File: src/rtl/bru_pkg.sv
// Shared types and default sizing for the branch resolve unit.
// Optional performance counters in the top are enabled by BRU_PERF_CNT_EN.
package bru_pkg;

    localparam int BRU_DEPTH = 4;
    localparam int BRU_XLEN  = 32;

    typedef enum logic {
        RUN      = 1'b0,
        REDIRECT = 1'b1
    } bru_state_e;

    typedef struct packed {
        logic [BRU_XLEN-1:0] pc;
        logic                pred_taken;
        logic [BRU_XLEN-1:0] pred_target;
    } bru_entry_t;

endpackage

File: src/rtl/bru_pred_queue.sv
// Ordered FIFO of in-flight branch predictions; pointers carry one extra
// wrap bit so full and empty are distinguished without a separate counter.
module bru_pred_queue #(
    parameter int DEPTH = 4,
    parameter int W     = 65
) (
    input  logic                     clk,
    input  logic                     rst,
    input  logic                     push,
    input  logic [W-1:0]             push_data,
    input  logic                     pop,
    input  logic                     clear,
    output logic [W-1:0]             head_data,
    output logic                     full,
    output logic                     empty,
    output logic [$clog2(DEPTH):0]   count
);

    localparam int AW = $clog2(DEPTH);
    localparam int PW = AW + 1;

    logic [W-1:0]  mem [DEPTH];
    logic [PW-1:0] wr_ptr;
    logic [PW-1:0] rd_ptr;
    logic          do_push;
    logic          do_pop;

    assign empty     = (wr_ptr == rd_ptr);
    assign full      = (wr_ptr == {~rd_ptr[PW-1], rd_ptr[AW-1:0]});
    assign count     = wr_ptr - rd_ptr;
    assign head_data = mem[rd_ptr[AW-1:0]];

    // Pop frees a slot first, so a push into a full queue is legal when paired with a pop.
    assign do_pop  = pop && !empty;
    assign do_push = push && (!full || do_pop);

    always_ff @(posedge clk or negedge rst) begin
        if (!rst) begin
            wr_ptr <= '0;
            rd_ptr <= '0;
        end else if (clear) begin
            wr_ptr <= '0;
            rd_ptr <= '0;
        end else begin
            if (do_push) wr_ptr <= wr_ptr + PW'(1);
            if (do_pop)  rd_ptr <= rd_ptr + PW'(1);
        end
    end

    always_ff @(posedge clk) begin
        if (do_push && !clear) mem[wr_ptr[AW-1:0]] <= push_data;
    end

endmodule

File: src/rtl/branch_resolve_unit.sv
// Execute-side branch resolution: checks the oldest prediction, redirects on a miss
// and trains the predictor. Define BRU_PERF_CNT_EN to build br_count/mp_count.
module branch_resolve_unit
    import bru_pkg::*;
#(
    parameter int DEPTH = BRU_DEPTH,
    parameter int XLEN  = BRU_XLEN
) (
    input  logic                     clk,
    input  logic                     rst,
    input  logic                     push_valid,
    input  logic [XLEN-1:0]          push_pc,
    input  logic                     push_pred_taken,
    input  logic [XLEN-1:0]          push_pred_target,
    output logic                     push_ready,
    input  logic                     res_valid,
    input  logic [XLEN-1:0]          res_pc,
    input  logic                     res_taken,
    input  logic [XLEN-1:0]          res_target,
    output logic                     upd_valid,
    output logic [XLEN-1:0]          upd_pc,
    output logic                     upd_taken,
    output logic [XLEN-1:0]          upd_target,
    output logic                     misprediction,
    output logic                     redirect_valid,
    output logic [XLEN-1:0]          redirect_pc,
    output logic                     flush,
    output logic [$clog2(DEPTH):0]   occupancy,
    output logic                     order_err,
    output logic [31:0]              br_count,
    output logic [31:0]              mp_count
);

    localparam int PW = $clog2(DEPTH) + 1;
    localparam int EW = 2 * XLEN + 1;

    bru_state_e     state_q;
    bru_state_e     state_d;

    logic           q_full;
    logic           q_empty;
    logic [PW-1:0]  q_count;
    logic [EW-1:0]  head_word;
    logic [XLEN-1:0] head_pc;
    logic           head_taken;
    logic [XLEN-1:0] head_target;

    logic           res_fire;
    logic           head_match;
    logic           good_res;
    logic           bad_res;
    logic           mispred;
    logic           q_push;
    logic           q_pop;
    logic [XLEN-1:0] next_pc;

    assign {head_pc, head_taken, head_target} = head_word;

    assign res_fire   = res_valid && (state_q == RUN);
    assign head_match = !q_empty && (res_pc == head_pc);
    assign good_res   = res_fire && head_match;
    assign bad_res    = res_fire && !head_match;
    assign mispred    = good_res &&
                        ((head_taken != res_taken) ||
                         (head_taken && res_taken && (head_target != res_target)));

    // A full queue still accepts a push when a resolve frees the head this cycle.
    assign push_ready = (state_q == RUN) && (!q_full || res_valid);
    assign q_pop      = res_fire && !q_empty;
    assign q_push     = push_valid && push_ready && !mispred;
    assign next_pc    = res_taken ? res_target : head_pc + XLEN'(4);
    assign occupancy  = q_count;

    bru_pred_queue #(
        .DEPTH (DEPTH),
        .W     (EW)
    ) u_queue (
        .clk       (clk),
        .rst       (rst),
        .push      (q_push),
        .push_data ({push_pc, push_pred_taken, push_pred_target}),
        .pop       (q_pop),
        .clear     (mispred),
        .head_data (head_word),
        .full      (q_full),
        .empty     (q_empty),
        .count     (q_count)
    );

    always_ff @(posedge clk or negedge rst) begin
        if (!rst) state_q <= RUN;
        else      state_q <= state_d;
    end

    always_comb begin
        state_d = state_q;
        case (state_q)
            RUN:      if (mispred) state_d = REDIRECT;
            REDIRECT: state_d = RUN;
            default:  state_d = RUN;
        endcase
    end

    always_ff @(posedge clk or negedge rst) begin
        if (!rst) begin
            upd_valid      <= 1'b0;
            upd_pc         <= '0;
            upd_taken      <= 1'b0;
            upd_target     <= '0;
            misprediction  <= 1'b0;
            redirect_valid <= 1'b0;
            redirect_pc    <= '0;
            flush          <= 1'b0;
            order_err      <= 1'b0;
        end else begin
            upd_valid      <= good_res;
            misprediction  <= mispred;
            redirect_valid <= mispred;
            flush          <= mispred;
            if (good_res) begin
                upd_pc     <= head_pc;
                upd_taken  <= res_taken;
                upd_target <= res_target;
            end
            if (mispred) redirect_pc <= next_pc;
            if (bad_res) order_err   <= 1'b1;
        end
    end

`ifdef BRU_PERF_CNT_EN
    always_ff @(posedge clk or negedge rst) begin
        if (!rst) begin
            br_count <= '0;
            mp_count <= '0;
        end else begin
            if (good_res && (br_count != 32'hFFFF_FFFF)) br_count <= br_count + 32'd1;
            if (mispred && (mp_count != 32'hFFFF_FFFF))  mp_count <= mp_count + 32'd1;
        end
    end
`else
    assign br_count = '0;
    assign mp_count = '0;
`endif

endmodule

File: config.mk
export PLATFORM = sky130hd
export DESIGN_NAME = branch_resolve_unit
export DESIGN_NICKNAME = d
export VERILOG_FILES = /design/src/rtl/bru_pkg.sv /design/src/rtl/bru_pred_queue.sv /design/src/rtl/branch_resolve_unit.sv
export SDC_FILE = /design/constraint.sdc
export NUM_CORES = 1
export LEC_CHECK = 0
export ABC_CLOCK_PERIOD_IN_PS = 16000
export CAP_MARGIN = 15
export CORE_MARGIN = 4
export CORE_UTILIZATION = 56
export CTS_CLUSTER_DIAMETER = 200
export DETAILED_ROUTE_END_ITERATION = 8
export MAX_ROUTING_LAYER = met4
export PLACE_DENSITY = 0.85
export SLEW_MARGIN = 20
export SYNTH_ARGS = -nofsm -noshare
export SYNTH_HDL_FRONTEND = slang
export SYNTH_HIERARCHICAL = 1
export SYNTH_SLANG_ARGS = --single-unit
File: constraint.sdc
create_clock -name clk -period 16 [get_ports clk]
set_clock_uncertainty 0.15 [all_clocks]
set_input_delay 1.6 -clock clk [delete_from_list [all_inputs] [get_ports clk]]
set_output_delay 1.6 -clock clk [all_outputs]
set_load 0.005 [all_outputs]
# After elaboration in Yosys (flattened, before gate mapping)
# Memories as Yosys holds them, arrays and structs flattened.
# Cells that the tools add are included.
# totals
regBits	107
mem_bits_rw	260
inputBits	134
out_inout_bits	170
word_cells	54
mem_count	1
# memory_table
memory	depth	width	rd	rd_ports_with_merged_regs	wr	line	text
u_queue.mem	4	65	1	0	1	bru_pred_queue.sv:22	logic [W-1:0] mem [DEPTH];
# classes
add_sub_neg	4
n_eq_ne	5
n_mux	9
bitwise	2
n_reduce_logical	23
# op_table
cell	n
32-bit by 3-bit adder with 32-bit output, second input constant	1
32-bit equality test	1
32-bit two-way mux	1
32-bit != test	1
1-bit logical AND	14
3-bit two-way mux	4
3-bit by 1-bit adder with 3-bit output, second input constant	2
3-bit equality test	2
1-bit logical NOT	4
2-bit nonzero test	2
1-bit logical OR	3
1-bit two-way mux	3
3-bit subtractor	1
1-bit inverter	2
1-bit one-hot mux with 2 select lines	1
1-bit != test	1

# Depth between registers and ports, before layout
# Gate-level depths: netlist (run 1).
# logic_depth
ltp_word	11
mapped_depth	16
mapped_depth_nobuf	12

# Hierarchy
# The synthesis (run 1) kept the hierarchy.
# by_module_without_submodules
mod	instances	cells_each	area_each_um2	seq_area_each_um2
bru_pred_queue	1	393	9853.2	7957.6
branch_resolve_unit	1	536	5866.9	2527.4

# Least setup slack after synthesis (run 1)
# Ideal clock, no wire load.
# synth_path
kind	input port to flip-flop
start	input res_target[29]
end	memory u_queue.mem[0][0], enable pin
setup_time_ps	430
t_arrival_ps	4750
t_required_ps	15420
slack_ps	10670
path_stages	9
path_buffers	1
cell_sequence	xnor2_1 -> nand4_1 -> nor4_1 -> a21boi_0 -> o21ai_2 -> buf_2 -> and3_1 -> o31a_1 -> and3_1
# synth_between
elab_chain_len	10
# synth_rtl
element	line	text
start: declaration	branch_resolve_unit.sv:19	input logic [XLEN-1:0] res_target,
32-bit != test	branch_resolve_unit.sv:65	(head_taken && res_taken && (head_target != res_target)));
1-bit logical AND	branch_resolve_unit.sv:65	
1-bit logical OR	branch_resolve_unit.sv:64	((head_taken != res_taken) ||
1-bit logical AND	branch_resolve_unit.sv:63	assign mispred = good_res &&
1-bit logical NOT	branch_resolve_unit.sv:70	assign q_push = push_valid && push_ready && !mispred;
1-bit logical AND	branch_resolve_unit.sv:70	
named net q_push	branch_resolve_unit.sv:53	logic q_push;
1-bit logical AND	bru_pred_queue.sv:35	assign do_push = push && (!full || do_pop);
1-bit logical AND	bru_pred_queue.sv:51	if (do_push && !clear) mem[wr_ptr[AW-1:0]] <= push_data;
1-bit two-way mux	bru_pred_queue.sv:51	
1-bit two-way mux (not written as such)	bru_pred_queue.sv:51	
end: declaration	bru_pred_queue.sv:22	
# The timed path passes the listed nets, and every way through them passes these cells.

# Worst setup path in the final report (run 1)
# layout_path
start	register u_queue.rd_ptr[0]
end	memory u_queue.mem[2][13], enable pin
# layout_between
elab_chain_len	11
word_cells_on_any_way	26
cone_classes	5 x eq/ne; 2 x mux; 18 x reduce/logical; 1 x memory
# layout_rtl
element	line	text
start: declaration	bru_pred_queue.sv:24	logic [PW-1:0] rd_ptr;
start signal: assignment	bru_pred_queue.sv:46	if (do_pop) rd_ptr <= rd_ptr + PW'(1);
memory read 4 x 65 bit	--	
named net head_word[23]	branch_resolve_unit.sv:43	logic [EW-1:0] head_word;
32-bit != test	branch_resolve_unit.sv:65	
1-bit logical AND	branch_resolve_unit.sv:65	
1-bit logical OR	branch_resolve_unit.sv:64	
1-bit logical AND	branch_resolve_unit.sv:63	
1-bit logical NOT	branch_resolve_unit.sv:70	
1-bit logical AND	branch_resolve_unit.sv:70	
named net q_push	branch_resolve_unit.sv:53	
1-bit logical AND	bru_pred_queue.sv:35	
1-bit logical AND	bru_pred_queue.sv:51	
1-bit two-way mux	bru_pred_queue.sv:51	
1-bit two-way mux (not written as such)	bru_pred_queue.sv:51	
# The timed path passes the listed nets, and every way through them passes these cells.

==> impl_metrics.env, run 1 <==
export IMPL_grt_max_degree=67
export IMPL_path_clk_slew_ns=0.06
export IMPL_maxSlewViolCount=0
export IMPL_fin_crit_ns=6.767
export IMPL_ant_nets=0
export IMPL_nFillCells=1735
export IMPL_synthCells=929
export IMPL_wl_per_cell_um=26.13
export IMPL_finalSetupTns_ns=0
export IMPL_p_leak_uw=0.007261
export IMPL_grt_pass1_vias=9565
export IMPL_routed_via_count=9373
export IMPL_reg2reg_slack_ns=9.23
export IMPL_post_cts_buffers=0
export IMPL_final_nets=1317
export IMPL_fin_hold_ws_ns=0.3382
export IMPL_area_delta_synth_final_pct=23.57
export IMPL_critical_path_class="register to register"
export IMPL_max_freq_mhz=147.8
export IMPL_hold_buffers=0
export IMPL_cts_resized=0
export IMPL_fin_crit_sh_pct=42.29
export IMPL_stdcell_count=1578
export IMPL_cp_required_ns=15.99
export IMPL_die_w_um=175.5
export IMPL_drive_gt1_share_pct=19.05
export IMPL_cp_max_fo=40
export IMPL_yosys_warnings=6
export IMPL_cp_end_kind="register"
export IMPL_p_per_area_mw_per_mm2=159.1
export IMPL_numCtsBuffers=37
export IMPL_grt_total_usage_pct=26.97
export IMPL_max_vdd_ir_drop_v=0.00007911
export IMPL_ys_ff_latch=367
export IMPL_grt_pass1_wl_mm=60.06
export IMPL_die_y_um=175.5
export IMPL_cts_tree="yes"
export IMPL_place_inst=1511
export IMPL_antenna_found_initial=3
export IMPL_netlist_area_mm2=0.01572
export IMPL_syn_avg_cell_area_um2=16.92
export IMPL_synth_seq_area_share_pct=66.70
export IMPL_setup_viol=0
export IMPL_drt_vias_per_instance=5.940
export IMPL_cp_start_kind="register"
export IMPL_power_uw=3090
export IMPL_wl_mm=41.23
export IMPL_critical_path_arrival_ns=6.76
export IMPL_clk_latency_ns=0.52
export IMPL_synth_distinct_cells=43
export IMPL_portBuffers=239
export IMPL_fp_coreArea_mm2=0.02771
export IMPL_finalHoldViolCount=0
export IMPL_drt_initial_drc_count=1060
export IMPL_hpwl_mm=27.29
export IMPL_tightest_slew_ns=0.9959
export IMPL_die_area_mm2=0.03082
export IMPL_gp_congestion=0.8355
export IMPL_maxCapViolCount=0
export IMPL_cts_max_level=2
export IMPL_cts_root_buffer="clkbuf_16"
export IMPL_first_pass_iters=6
export IMPL_cts_num_sinks=367
export IMPL_hold_class="register to register"
export IMPL_io_pins=304
export IMPL_drc=0
export IMPL_clockBufferDepth=3
export IMPL_relSlewSlack_pct=33.61
export IMPL_rows=61
export IMPL_initial_core_util_pct=56.74
export IMPL_rsz0062_at_grt="no"
export IMPL_grt_overflow_total=0
export IMPL_status="complete, no violations"
flip-flops by register name, summed over array words and instances, names as in the netlist:
signal,cells
u_queue/mem,260
redirect_pc,32
upd_pc,32
upd_target,32
u_queue/rd_ptr,3
u_queue/wr_ptr,3
flush,1
order_err,1
state_q,1
upd_taken,1
upd_valid,1
power breakdown:
group | total, uW | leakage (uW) | switching [uW] | internal, uW
Combinational | 948 | 0.00282 | 553 | 395
Clock | 855 | 0.000581 | 348 | 507
Sequential | 1290 | 0.00386 | 80.4 | 1210
worst max-delay path, stage by stage (launching register included):
cell	delay, ns
dfrtp_4	0.83
buf_4	0.73
mux4_2	0.60
xnor2_1	0.35
nand4_1	0.17
nor4_1	0.44
a21boi_0	0.25
o21ai_4	0.64
buf_16	0.23
and3_1	0.22
o31a_1	0.28
and3_2	0.85
buf_4	0.57
cells in the mapped netlist (all sizes together):
| library cell | instances | share of area (%) |
|---|---|---|
| mux4 | 65 | 9.3 |
| a21boi | 1 | 0.048 |
| and3 | 10 | 0.40 |
| and2 | 2 | 0.080 |
| xnor2 | 62 | 3.5 |
| inv | 13 | 0.31 |
| ha | 9 | 0.72 |
| nor4 | 14 | 0.65 |
| o311ai | 1 | 0.056 |
| o21bai | 1 | 0.048 |
| xor2 | 33 | 1.8 |
| clkbuf | 19 | 0.45 |
| a211o | 1 | 0.056 |
| mux2 | 103 | 7.4 |
| o21a | 1 | 0.048 |
| nor2b | 2 | 0.080 |
| a21oi | 1 | 0.032 |
| nor2 | 14 | 0.33 |
| and4 | 3 | 0.17 |
| mux2i | 1 | 0.064 |
| nand4 | 18 | 0.72 |
| conb | 1 | 0.024 |
| edfxtp | 260 | 50 |
| o31a | 1 | 0.056 |
| nand2b | 1 | 0.040 |
| nand3 | 10 | 0.32 |
| o2111ai | 1 | 0.056 |
| o21ai | 30 | 0.98 |
| dfrtp | 107 | 17 |
| o211ai | 1 | 0.048 |
| nand2 | 41 | 0.98 |
| nor3 | 11 | 0.35 |
| or4 | 1 | 0.048 |
| fa | 1 | 0.13 |
| o31ai | 1 | 0.048 |
| buf | 88 | 4.0 |
worst paths after layout:
check / start / endpoint / depth (start not counted)
setup / recovery: u_queue/rd_ptr[0]$_DFFE_PN0P_ / u_queue/mem[2][13]$_DFFE_PP_ / 12
hold / removal: order_err$_DFFE_PN0P_ / order_err$_DFFE_PN0P_ / 1
setup reg to reg: u_queue/rd_ptr[0]$_DFFE_PN0P_ / u_queue/mem[2][13]$_DFFE_PP_ / 12
hold reg to reg: order_err$_DFFE_PN0P_ / order_err$_DFFE_PN0P_ / 1
max in group asynchronous: rst / upd_pc[10]$_DFFE_PN0P_ / 2
min in group asynchronous: rst / upd_pc[0]$_DFFE_PN0P_ / 1
cell usage in the layout, fill, tap and decap left out, types with 2 or more instances in the layout:
cell             count
and3_1               6
and3_2               4
and4_1               3
buf_4               10
bufinv_16            4
clkbuf_1             6
clkbuf_16           37
clkbuf_8             4
clkdlybuf4s50_1    237
clkinv_1             3
clkinv_2             7
clkinvlp_4           2
conb_1              64
dfrtp_1            105
diode_2              3
edfxtp_1           260
ha_1                 9
inv_1               13
mux2_1              14
mux2_2              88
mux4_2              65
nand2_1             41
nand3_1             10
nand4_1             18
nor2_1              14
nor2b_1              2
nor3_1              11
nor4_1              13
o21ai_0             29
xnor2_1             62
xor2_1              33
per-layer routing:
layer  wire length (um)  GRT usage, %
met2              20550         43.85
met5                  0             -
met1              15520         35.21
met3               3789         5.489
met4               1370         7.732
layout make-up:
type,instances,area [um2],area share [%]
Timing Repair Buffer,249,2480,12.77
Antenna cell,3,7.507,0.03865
Multi-Input combinational cell,505,4741,24.41
Sequential cell,367,10490,54.00
Inverter,13,48.80,0.2512
Tap cell,378,473.0,2.435
Clock buffer,47,1003,5.166
Clock inverter,16,181.4,0.9340
through the flow:
stage / cell area, um2 / setup slack (ns) / util, %
after floorplan: 15960 / 10.67 / -
after global placement: 18210 / 9.210 / 65.71
after detailed placement: 18210 / 8.939 / 65.71
after CTS: 19390 / 8.830 / 69.99
after global routing: 19420 / 8.875 / 70.11
final: 19420 / 9.233 / 70.11
kinds of logic after synthesis:
family,count (synthesis),synth area share (%)
AO/OA/AOI/OAI,40,1.473
XOR/XNOR,95,5.293
adder cells (fa/ha/maj),10,0.8437
buffers and inverters,120,4.728
flip-flops,367,66.70
multiplexers,169,16.78
other,1,0.02385
AND/OR/NAND/NOR,127,4.163
No activity file was read; power rests on OpenSTA's default activity.
==> run 2, diff against run 1 <==
ABC_CLOCK_PERIOD_IN_PS = 6000   (was 16000)
CORE_UTILIZATION = 47   (was 56)
PLACE_DENSITY = 0.76   (was 0.85)
clock period = 6 ns   (was 16 ns; I/O delays follow)
==> run 2 against run 1 <==
Utilization shrank 10 points. Worst hold slack lost 0.34 ns. Sequential cell count is the same. Fmax grew 25%. Largest cell class unchanged.
==> impl_metrics.env, run 2 (synthesis gave the netlist of run 1 again) <==
export IMPL_place_inst=1580
export IMPL_wl_per_cell_um=24.92
export IMPL_grt_pass1_wl_mm=60.55
export IMPL_grt_overflow_total=0
export IMPL_max_freq_mhz=184.9
export IMPL_cp_end_kind="register"
export IMPL_cp_start_kind="register"
export IMPL_gp_congestion=0.9005
export IMPL_path_clk_slew_ns=0.06
export IMPL_drc=0
export IMPL_cts_max_level=2
export IMPL_cts_num_sinks=367
export IMPL_io_pins=304
export IMPL_finalHoldViolCount=0
export IMPL_post_cts_buffers=0
export IMPL_drt_initial_drc_count=845
export IMPL_first_pass_iters=5
export IMPL_largest_reg_flops=260
export IMPL_grt_total_usage_pct=23.12
export IMPL_p_leak_uw=0.007339
export IMPL_antenna_found_initial=3
export IMPL_die_w_um=190.9
export IMPL_grt_max_degree=67
export IMPL_hold_class="input pin to asynchronous set/reset pin"
export IMPL_max_vdd_ir_drop_v=0.0002226
export IMPL_area_delta_synth_final_pct=25.39
export IMPL_layout_commonest_cell="edfxtp_1"
export IMPL_grt_pass1_vias=9453
export IMPL_drt_vias_per_instance=5.516
export IMPL_fin_crit_sh_pct=90.13
export IMPL_rows=66
export IMPL_p_per_area_mw_per_mm2=425.5
export IMPL_critical_path_class="register to register"
export IMPL_stdcell_count=1654
export IMPL_clk_latency_ns=0.53
export IMPL_hold_buffers=0
export IMPL_portBuffers=239
export IMPL_rsz0062_at_grt="no"
export IMPL_fin_util_pct=60.13
export IMPL_die_y_um=190.9
export IMPL_cts_tree="yes"
export IMPL_numCtsBuffers=39
export IMPL_drive_gt1_share_pct=19.59
export IMPL_relSlewSlack_pct=32.41
export IMPL_final_cell_mix="260 x edfxtp_1, 237 x clkdlybuf4s50_1, 105 x dfrtp_1"
export IMPL_maxCapViolCount=0
export IMPL_maxSlewViolCount=0
export IMPL_hpwl_mm=28.80
export IMPL_initial_core_util_pct=47.95
export IMPL_status="complete, no violations"
export IMPL_wl_mm=41.22
export IMPL_fp_coreArea_mm2=0.03278
export IMPL_finalSetupTns_ns=0
export IMPL_critical_path_arrival_ns=5.51
export IMPL_setup_viol=0
export IMPL_routed_via_count=9124
export IMPL_ant_nets=0
export IMPL_cts_resized=0
export IMPL_cts_root_buffer="clkbuf_16"
export IMPL_tightest_slew_ns=1.014
export IMPL_cp_max_fo=46
export IMPL_final_nets=1323
export IMPL_cp_required_ns=6.10
export IMPL_clockBufferDepth=3
export IMPL_fin_crit_ns=5.408
export IMPL_die_area_mm2=0.03644
-- run 2: cell count changes in the layout (fill, tap and decap cells not counted), sizes merged --
cell,delta
clkinv,+1
inv,+1
clkbuf,+4
diode,-1
buf,+4
bufinv,+1
clkinvlp,+2
-- run 2: layout make-up --
| class | count | area, um2 |
|---|---|---|
| fillers | 2426 | 13070 |
| flip-flops and latches | 367 | 10490 |
| multi-input cells | 505 | 4741 |
| repair buffers | 253 | 2552 |
| clock buffers | 51 | 1072 |
| well taps | 442 | 553.0 |
| clock inverters | 21 | 249.0 |
| inverters | 13 | 48.80 |
| diodes | 2 | 5.005 |
-- run 2: critical path: stages, from the launching register on --
cell	delay, ns
dfrtp_4	1.04
buf_4	0.45
mux4_2	0.65
xor2_1	0.20
nor4_1	0.53
nand4_1	0.29
nor4_4	0.29
o21ai_4	0.12
inv_1	0.27
inv_1	0.20
and3_2	0.52
buf_12	0.34
-- run 2: worst paths after layout --
| path | endpoint | start | depth (start not counted) | slack, ns |
|---|---|---|---|---|
| worst max-delay path | u_queue/mem[0][29]$_DFFE_PP_ | u_queue/rd_ptr[0]$_DFFE_PN0P_ | 11 | 0.59 |
| worst min-delay path | upd_pc[26]$_DFFE_PN0P_ | rst | 1 | 0.001 |
| worst max register to register | u_queue/mem[0][29]$_DFFE_PP_ | u_queue/rd_ptr[0]$_DFFE_PN0P_ | 11 | 0.59 |
| worst min register to register | redirect_pc[30]$_DFFE_PN0P_ | redirect_pc[30]$_DFFE_PN0P_ | 1 | 0.34 |
| max in group asynchronous | upd_target[28]$_DFFE_PN0P_ | rst | 2 | 4.42 |
| min in group clk | redirect_pc[30]$_DFFE_PN0P_ | redirect_pc[30]$_DFFE_PN0P_ | 1 | 0.34 |
-- run 2: per-layer routing --
metal / GRT usage, % / up-vias / part of all wire [%]
met3: 4.138 / 80 / 8.6
met2: 36.09 / 509 / 49
met5: - / - / 0
met4: 7.459 / 0 / 3.1
met1: 31.32 / 4641 / 40
li1: - / 3894 / -
-- run 2: report_power, final --
part / internal (uW) / switching (uW) / total, uW
combinational: 1090 / 1400 / 2490
sequential: 3210 / 232 / 3440
clock: 1480 / 968 / 2450
total: 5790 / 2600 / 8390
-- run 2: through the flow --
step	power (uW)	setup WS [ns]	instance area, um2	hold WS (ns)
2_1_floorplan	5115	0.8707	15960	0.1544
3_3_place_gp	5914	0.7797	18390	0.3249
3_5_place_dp	5965	0.6660	18390	0.3307
4_1_cts	8438	0.6305	19710	0.006396
5_1_grt	8755	0.1868	19710	0.04628
6_report	8386	0.5919	19710	0.001435
==> run 3, diff against run 2 <==
ABC_CLOCK_PERIOD_IN_PS = not set   (was 6000)
CTS_CLUSTER_SIZE = 16   (was not set)
==> run 3 against run 2 <==
Critical path depth did not move. Sequential cell count did not move. Register-to-register slack improved by 0.04 ns. Die area did not move. Largest power group unchanged.
==> impl_metrics.env, run 3 (synthesis gave the netlist of run 1 again) <==
export IMPL_status="complete, no violations"
export IMPL_finalSetupTns_ns=0
export IMPL_setup_viol=0
export IMPL_cts_tree="yes"
export IMPL_rows=66
export IMPL_maxSlewViolCount=0
export IMPL_drc=0
export IMPL_hold_class="register to register"
export IMPL_cp_start_kind="register"
export IMPL_critical_path_class="register to register"
export IMPL_cts_resized=0
export IMPL_final_cell_mix="260 x edfxtp_1, 237 x clkdlybuf4s50_1, 105 x dfrtp_1"
export IMPL_drive_gt1_share_pct=17.27
export IMPL_drt_vias_per_instance=5.524
export IMPL_clk_latency_ns=0.55
export IMPL_hpwl_mm=28.80
export IMPL_drt_initial_drc_count=745
export IMPL_fin_crit_sh_pct=89.54
export IMPL_layout_commonest_cell="edfxtp_1"
export IMPL_cp_end_kind="register"
export IMPL_relSlewSlack_pct=31.85
export IMPL_max_vdd_ir_drop_v=0.0002353
export IMPL_die_area_mm2=0.03644
export IMPL_grt_pass1_wl_mm=59.66
export IMPL_io_pins=304
export IMPL_cts_root_buffer="clkbuf_16"
export IMPL_post_cts_buffers=0
export IMPL_largest_reg_flops=260
export IMPL_placed_cell_area_mm2=0.01839
export IMPL_cts_max_level=1
export IMPL_fin_crit_ns=5.372
export IMPL_cts_num_sinks=367
export IMPL_p_per_area_mw_per_mm2=396.5
export IMPL_final_cell_area_mm2=0.01915
export IMPL_cp_required_ns=6.12
export IMPL_ant_nets=0
export IMPL_gp_congestion=0.9005
export IMPL_grt_total_usage_pct=22.61
export IMPL_cp_max_fo=46
export IMPL_maxCapViolCount=0
export IMPL_grt_pass1_vias=9302
export IMPL_final_nets=1311
export IMPL_die_w_um=190.9
export IMPL_die_y_um=190.9
export IMPL_worst_slack_ns=0.6276
export IMPL_tightest_slew_ns=1.022
export IMPL_antenna_found_initial=2
export IMPL_grt_max_degree=67
export IMPL_nFillCells=2466
export IMPL_first_pass_iters=4
export IMPL_wl_per_cell_um=24.99
export IMPL_initial_core_util_pct=47.95
export IMPL_p_leak_uw=0.007067
export IMPL_max_freq_mhz=186.1
export IMPL_pre_cts_slack_ns=0.6660
export IMPL_path_clk_slew_ns=0.07
export IMPL_clockBufferDepth=3
export IMPL_area_delta_synth_final_pct=21.85
export IMPL_finalHoldViolCount=0
export IMPL_numCtsBuffers=26
export IMPL_wl_mm=40.76
export IMPL_fp_coreArea_mm2=0.03278
export IMPL_grt_overflow_total=0
export IMPL_critical_path_arrival_ns=5.50
export IMPL_routed_via_count=9010
export IMPL_rsz0062_at_grt="no"
export IMPL_portBuffers=239
run 3: cell types whose count changed in the layout (fill, tap and decap cells not counted):
| cell | previous run | this run |
|---|---|---|
| clkinvlp_4 | 4 | 0 |
| clkbuf_1 | 8 | 21 |
| clkinv_2 | 5 | 0 |
| bufinv_16 | 5 | 0 |
| inv_6 | 1 | 0 |
| clkinv_1 | 5 | 0 |
| clkinv_8 | 1 | 0 |
| dlygate4sd3_1 | 0 | 1 |
| clkbuf_16 | 40 | 27 |
| clkbuf_8 | 3 | 0 |
run 3: worst paths after layout:
kind                                                      to  depth (start not counted)                     startpoint  slack, ns
worst max-delay path            u_queue/mem[3][58]$_DFFE_PP_                         11  u_queue/rd_ptr[0]$_DFFE_PN0P_       0.63
worst min-delay path             redirect_pc[30]$_DFFE_PN0P_                          1    redirect_pc[30]$_DFFE_PN0P_       0.35
worst max register to register  u_queue/mem[3][58]$_DFFE_PP_                         11  u_queue/rd_ptr[0]$_DFFE_PN0P_       0.63
worst min register to register   redirect_pc[30]$_DFFE_PN0P_                          1    redirect_pc[30]$_DFFE_PN0P_       0.35
max in group asynchronous          upd_target[3]$_DFFE_PN0P_                          3                            rst       3.89
min in group asynchronous        redirect_pc[29]$_DFFE_PN0P_                          2                            rst       0.53
run 3: timing repair:
action	CTS	global route
endpoints found under the setup margin	0	0
hold buffers	1	0
endpoints found under the hold margin	30	0
run 3: power by group:
group / internal, uW / switching, uW / total (uW)
Combinational: 1090 / 1400 / 2490
Sequential: 3210 / 229 / 3440
Clock: 845 / 822 / 1670
Total: 5140 / 2450 / 7600
run 3: area by class of cell:
type | count | area (um2) | area share (%)
timing repair buffer | 254 | 2562 | 13.38
clock buffer | 48 | 754.5 | 3.939
tap | 442 | 553.0 | 2.887
sequential | 367 | 10490 | 54.77
antenna | 2 | 5.005 | 0.02613
inverter | 13 | 48.80 | 0.2548
multi-input combinational | 505 | 4741 | 24.75
run 3: through the flow:
step / power (uW) / hold WS [ns] / cells / utilization (%)
6_report: 7596 / 0.3452 / 1631 / 58.43
5_1_grt: 7946 / 0.3771 / 1630 / 58.42
4_1_cts: 7628 / 0.3475 / 1629 / 58.41
3_5_place_dp: 5965 / 0.3307 / 1580 / 56.08
3_3_place_gp: 5914 / 0.3249 / 1580 / 56.08
2_1_floorplan: 5115 / 0.1544 / 992 / -
run 3: worst max-delay path, stage by stage, from the launching register on:
cell	delay, ns
dfrtp_4	1.03
buf_4	0.44
mux4_2	0.65
xor2_1	0.20
nor4_1	0.48
nand4_1	0.28
nor4_4	0.29
o21ai_4	0.12
inv_1	0.27
inv_1	0.20
and3_2	0.53
buf_12	0.34
run 3: per-layer routing:
metal | part of all wire (%) | track usage (%) | vias up
li1 | - | - | 3856
met1 | 41 | 31.34 | 4629
met2 | 49 | 35.68 | 461
met3 | 7.7 | 3.186 | 64
met4 | 3.0 | 6.298 | 0
met5 | 0 | - | -
